`src/rtl/scr1_cg_ctrl_pkg.sv`:
```
`default_nettype none
// ============================================================================
//  Module      : scr1_cg_ctrl_pkg
//  Description : Shared types and default delays for the core clock-gate
//                sleep/wake sequencer.
//  Revision    : 1.0 - initial release
// ============================================================================
package scr1_cg_ctrl_pkg;

   // Sequencer states
   typedef enum logic [2:0] {
      RUN       = 3'd0,
      DRAIN     = 3'd1,
      IDLE_WAIT = 3'd2,
      SLEEP     = 3'd3,
      WAKE      = 3'd4
   } type_scr1_cg_ctrl_state_e;

   localparam int SCR1_CG_CTRL_IDLE_DLY_DFLT = 4;
   localparam int SCR1_CG_CTRL_WAKE_DLY_DFLT = 2;

endpackage : scr1_cg_ctrl_pkg
`default_nettype wire

```
`src/rtl/scr1_cg_ctrl_cnt.sv`:
```
`default_nettype none
// ============================================================================
//  Module      : scr1_cg_ctrl_cnt
//  Description : Loadable down-counter with zero flag, shared by the idle
//                delay and the wake settle delay. Never wraps below zero.
//  Revision    : 1.0 - initial release
// ============================================================================
module scr1_cg_ctrl_cnt #(
   parameter int CNT_W = 2
) (
   input  logic             clk,
   input  logic             rst_n,
   input  logic             i_load,
   input  logic [CNT_W-1:0] i_load_val,
   input  logic             i_dec,
   output logic             o_zero
);

   logic [CNT_W-1:0] r_cnt;

   // Load has priority; decrement only while nonzero so the count saturates at 0
   always_ff @(posedge clk or negedge rst_n) begin
      if (!rst_n) begin
         r_cnt <= '0;
      end else if (i_load) begin
         r_cnt <= i_load_val;
      end else if (i_dec && (r_cnt != '0)) begin
         r_cnt <= r_cnt - 1'b1;
      end
   end

   assign o_zero = (r_cnt == '0);

endmodule : scr1_cg_ctrl_cnt
`default_nettype wire

```
`src/rtl/scr1_cg_ctrl.sv`:
```
`default_nettype none
// ============================================================================
//  Module      : scr1_cg_ctrl
//  Description : Sleep/wake sequencer driving the core clock-gate enable.
//                Drains the pipeline, waits an idle delay, gates the clock,
//                and on wake restores the clock and waits for it to settle.
//  Revision    : 1.0 - initial release
// ============================================================================
module scr1_cg_ctrl
   import scr1_cg_ctrl_pkg::*;
#(
   parameter int IDLE_DLY = SCR1_CG_CTRL_IDLE_DLY_DFLT,
   parameter int WAKE_DLY = SCR1_CG_CTRL_WAKE_DLY_DFLT
) (
   input  logic clk,
   input  logic rst_n,
   input  logic sleep_req,
   input  logic pipe_idle,
   input  logic irq_pending,
   input  logic dbg_req,
   input  logic force_on,
   output logic clk_en,
   output logic sleep_ack,
   output logic sleep_abort,
   output logic wake_done
);

   // Counter sized for the larger of the two delays
   localparam int c_max_dly = (IDLE_DLY > WAKE_DLY) ? IDLE_DLY : WAKE_DLY;
   localparam int CNT_W     = (c_max_dly < 1) ? 1 : $clog2(c_max_dly + 1);

   localparam logic [CNT_W-1:0] c_idle_load = (IDLE_DLY > 0) ? CNT_W'(IDLE_DLY - 1) : '0;
   localparam logic [CNT_W-1:0] c_wake_load = (WAKE_DLY > 0) ? CNT_W'(WAKE_DLY - 1) : '0;

   type_scr1_cg_ctrl_state_e r_state;
   type_scr1_cg_ctrl_state_e w_state_nxt;

   logic             w_wake;
   logic             w_cnt_load;
   logic [CNT_W-1:0] w_cnt_load_val;
   logic             w_cnt_dec;
   logic             w_cnt_zero;
   logic             w_abort_nxt;
   logic             w_done_nxt;

   logic r_clk_en;
   logic r_sleep_ack;
   logic r_sleep_abort;
   logic r_wake_done;

   // clk is never gated, so wake sources are always observed here
   assign w_wake = irq_pending | dbg_req | force_on;

   scr1_cg_ctrl_cnt #(
      .CNT_W (CNT_W)
   ) u_cnt (
      .clk        (clk),
      .rst_n      (rst_n),
      .i_load     (w_cnt_load),
      .i_load_val (w_cnt_load_val),
      .i_dec      (w_cnt_dec),
      .o_zero     (w_cnt_zero)
   );

   // State register
   always_ff @(posedge clk or negedge rst_n) begin
      if (!rst_n) begin
         r_state <= RUN;
      end else begin
         r_state <= w_state_nxt;
      end
   end

   // Next-state, counter control and pulse decisions; wake beats any sleep step
   always_comb begin
      w_state_nxt    = r_state;
      w_cnt_load     = 1'b0;
      w_cnt_load_val = '0;
      w_cnt_dec      = 1'b0;
      w_abort_nxt    = 1'b0;
      w_done_nxt     = 1'b0;
      case (r_state)
         RUN: begin
            if (sleep_req && !w_wake) begin
               w_state_nxt = DRAIN;
            end
         end
         DRAIN: begin
            if (w_wake || !sleep_req) begin
               w_state_nxt = RUN;
               w_abort_nxt = 1'b1;
            end else if (pipe_idle) begin
               if (IDLE_DLY == 0) begin
                  w_state_nxt = SLEEP;
               end else begin
                  w_state_nxt    = IDLE_WAIT;
                  w_cnt_load     = 1'b1;
                  w_cnt_load_val = c_idle_load;
               end
            end
         end
         IDLE_WAIT: begin
            if (w_wake || !sleep_req) begin
               w_state_nxt = RUN;
               w_abort_nxt = 1'b1;
            end else if (!pipe_idle) begin
               w_state_nxt = DRAIN;
            end else if (w_cnt_zero) begin
               w_state_nxt = SLEEP;
            end else begin
               w_cnt_dec = 1'b1;
            end
         end
         SLEEP: begin
            // sleep_req is meaningless here: the core is frozen
            if (w_wake) begin
               w_state_nxt    = WAKE;
               w_cnt_load     = 1'b1;
               w_cnt_load_val = c_wake_load;
            end
         end
         WAKE: begin
            if (w_cnt_zero) begin
               w_state_nxt = RUN;
               w_done_nxt  = 1'b1;
            end else begin
               w_cnt_dec = 1'b1;
            end
         end
         default: begin
            w_state_nxt = RUN;
         end
      endcase
   end

   // Registered outputs follow the next state so clk_en only moves on clk edges
   always_ff @(posedge clk or negedge rst_n) begin
      if (!rst_n) begin
         r_clk_en      <= 1'b1;
         r_sleep_ack   <= 1'b0;
         r_sleep_abort <= 1'b0;
         r_wake_done   <= 1'b0;
      end else begin
         r_clk_en      <= (w_state_nxt != SLEEP);
         r_sleep_ack   <= (w_state_nxt == SLEEP);
         r_sleep_abort <= w_abort_nxt;
         r_wake_done   <= w_done_nxt;
      end
   end

   assign clk_en      = r_clk_en;
   assign sleep_ack   = r_sleep_ack;
   assign sleep_abort = r_sleep_abort;
   assign wake_done   = r_wake_done;

endmodule : scr1_cg_ctrl
`default_nettype wire

```
`config.mk`:
```
export PLATFORM = sky130hd
export DESIGN_NAME = scr1_cg_ctrl
export DESIGN_NICKNAME = d
export VERILOG_FILES = /design/src/rtl/scr1_cg_ctrl_pkg.sv /design/src/rtl/scr1_cg_ctrl_cnt.sv /design/src/rtl/scr1_cg_ctrl.sv
export SDC_FILE = /design/constraint.sdc
export NUM_CORES = 1
export LEC_CHECK = 0
export CAP_MARGIN = 20
export CORE_AREA = 2 2 39 41
export DETAILED_ROUTE_END_ITERATION = 6
export DIE_AREA = 0 0 41 43
export PLACE_DENSITY_LB_ADDON = 0.12
export SYNTH_ARGS = -nofsm -noshare
export SYNTH_HDL_FRONTEND = slang
export SYNTH_SLANG_ARGS = --single-unit
export TNS_END_PERCENT = 1
```
`constraint.sdc`:
```
create_clock -name clk -period 4.79 [get_ports clk]
set_clock_uncertainty 0.2 [all_clocks]
set_input_delay 0.958 -clock clk [delete_from_list [all_inputs] [get_ports clk]]
set_output_delay 0.958 -clock clk [all_outputs]
set_load 0.005 [all_outputs]
```
==> summary.txt <==
Status
  • Status: complete, no violations

Clock tree
  • Post-CTS Setup Bufs: 0
  • Clock Latency Late Sink: 260 ps
  • Hold buffers post-CTS: 0
  • CTS Buf Count: 3
  • Clock transition at the registers of the reported paths: 60 ps
  • Sink Count: 10
  • CTS H-tree depth: 1
  • Max clock buf depth: 2
  • CTS tree: done
  • Gates resized, CTS repair: 0
  • Root Buffer: clkbuf_4

Cells and area
  • Layout cells sized above 1: 11.4%
  • Synth-to-Final Area Change: 24.0%
  • Finished Layout Cells: 86
  • Final nets: 80
  • Commonest non-fill, non-tap cell in the layout: clkdlybuf4s50_1
  • Most frequent cells in the layout: 10 x clkdlybuf4s50_1, 9 x dfrtp_1, 4 x nand2b_1, 4 x nor3_1
  • Diodes inserted: 0

Drt
  • Met3 routed WL: 58 um
  • Antenna Violating Nets Remaining: 0
  • DRT Pass-1 Iters: 4
  • Vias after detailed routing: 460
  • Top sig layer: met3
  • DR iter-0 viols: 3
  • Met2 WL: 494 um
  • Via-to-Cell Ratio: 5.35
  • Residual DRC: 0
  • Final wirelength: 1030 um
  • Met1 Routed Length: 479 um
  • Wire per inst: 12.0 um

Worst setup path
  • Slowest cell on the critical path: clkdlybuf4s50_1
  • Largest stage delay, worst path: 430 ps
  • FF-to-FF setup slack: 2850 ps
  • Crit end category: flip-flop
  • Startpoint Class: primary input
  • R2R depth: 6
  • Worst path cell trace: clkdlybuf4s50_1 > or3_4 > o21a_1 > or4_1 > nand3b_1
  • Data required time of the worst path: 4780 ps
  • FF-to-FF End: u_cnt.r_cnt[1]
  • Critical path peak fanout: 3
  • RR Startpoint: u_cnt.r_cnt[0]
  • WP data arrival: 2520 ps
  • Critical path class: in2reg

Floorplan
  • Die Y: 43 um
  • Initial Util: 41.8%
  • Die width: 41 um
  • Core ar.: 1380 sq um
  • IO Count: 11
  • Row count: 14
  • DIE AREA: 1760 sq um

Synthesis
  • Synthesized net count: 67
  • Synth Register Bits: 10
  • Netlist Area Pre-Place: 578 sq um
  • Yosys warns: 0
  • Yosys cell types: 32
  • Syn Area/Cell: 9.97 sq um
  • Sequential share of the synthesized area: 43.5%
  • Post-Synthesis Cells: 58

GRT
  • Total track usage: 15.2%
  • Vias in the first global route: 411
  • First-pass GRT wire length: 1770 um
  • GRT overflow: 0
  • Initial antenna violation count: 0
  • Pin count of the biggest net entering global routing: 12

STA
  • Slew @ Worst Pin: 447 ps
  • Final Max Tran Viols: 0
  • Worst setup margin: 2260 ps
  • Hold slack final: 357 ps
  • Final setup viols: 0
  • Worst slew margin: 70.0%
  • Setup TNS Final: 0 ps
  • Final hold vios: 0
  • Final Critical Period: 2530 ps
  • Fmax: 396 MHz
  • Fin crit share: 52.8%
  • RSZ-0062 raised after global routing: false

Power
  • Leak pwr: 0.315 nW
  • Peak supply drop: 0.000161 V
  • Pwr dens: 248 nW/um^2

Place
  • Worst slack, placed: 1990 ps
  • Port Buffer Count: 10
  • Placed Cells: 82
  • Placer Congestion: 0.754
  • Post-DP HPWL: 821 um

Worst hold path
  • Worst Hold Depth: 1
  • Hold path startpoint: r_state[2]
  • WHS Endpoint: sleep_abort
  • Worst Hold Class: reg2reg

Run
  • Max-Cap Viols: 0
-- cell usage after synthesis --
library cell	count	area, sq um
maj3_1	1	10.0
a2111oi_0	1	8.76
nand2b_1	4	25.0
clkbuf_1	2	7.51
o21ai_1	1	5.00
o211ai_1	1	7.51
and2b_1	1	7.51
a21o_1	1	7.51
and2_1	2	12.5
nor2_1	3	11.3
a21boi_0	1	7.51
or3_4	1	11.3
o21a_1	1	7.51
o211a_1	2	20.0
nand4b_1	1	8.76
and3_1	1	6.26
dfrtp_1	9	225
nor4_1	1	6.26
nor3_2	1	10.0
a21oi_1	2	10.0
o21ai_0	2	10.0
nand3_1	1	5.00
nor3_1	4	20.0
or4_1	1	7.51
dfstp_2	1	26.3
nand2_1	1	3.75
or2b_2	1	8.76
inv_1	3	11.3
nand3b_1	3	22.5
nor2b_1	1	6.26
o32ai_2	1	16.3
ha_1	2	25.0
-- cells by family after synthesis --
| family | synth area share [%] |
|---|---|
| simple gates | 29.9 |
| fa+ha+maj | 6.06 |
| compound gates | 17.3 |
| buf+inv | 3.25 |
| flops | 43.5 |
-- cell type report --
cell class	count	area, sq um
Fill cell	132	667
Multi-Input combinational cell	43	308
Sequential cell	10	251
Timing Repair Buffer	10	100
Clock buffer	4	26.3
Tap cell	16	20.0
Inverter	3	11.3
-- worst max path at each step --
stage | depth (start not counted) | end | slack (ps) | from
finish | 5 | u_cnt.r_cnt[1] | 2260 | dbg_req
global route | 5 | u_cnt.r_cnt[1] | 2160 | dbg_req
CTS | 5 | u_cnt.r_cnt[1] | 2270 | dbg_req
detailed placement | 5 | u_cnt.r_cnt[1] | 1990 | dbg_req
global placement | 5 | u_cnt.r_cnt[1] | 2020 | dbg_req
floorplan | 4 | u_cnt.r_cnt[1] | 2520 | dbg_req
-- per-stage QoR --
| step | power (W) | instance area (sq um) | util [%] |
|---|---|---|---|
| 3_5_place_dp | 0.000122 | 691 | 49.9 |
| 4_1_cts | 0.000180 | 717 | 51.8 |
| 2_1_floorplan | 0.000110 | 578 | - |
| 5_1_grt | 0.000192 | 717 | 51.8 |
| 6_report | 0.000178 | 717 | 51.8 |
| 3_3_place_gp | 0.000122 | 691 | 49.9 |
-- routing by layer --
metal / GRT usage [%] / vias up
met5: 0 / -
li1: - / 232
met1: 20.9 / 218
met3: 7.85 / 0
met4: 4.00 / 0
met2: 20.6 / 10
-- flip-flops by register name, summed over array words and instances, names as in the netlist --
signal,cells
u_cnt.r_cnt,3
sleep_ack,1
wake_done,1
clk_en,1
r_state,3
sleep_abort,1
-- worst max-delay path: cells and delay by family --
family                 cells  cell delay (ps)
AO/OA/AOI/OAI              1              220
buffers and inverters      1              430
AND/OR/NAND/NOR            3              910
-- power breakdown --
group	leakage, nW	switching (W)	total (W)	internal, W
logic	0.167	0.0000151	0.0000303	0.0000152
registers	0.133	0.00000227	0.0000903	0.0000880
clock network	0.0150	0.0000255	0.0000575	0.0000320
total	0.315	0.0000429	0.000178	0.000135
Power figures use the tool's default switching activity.
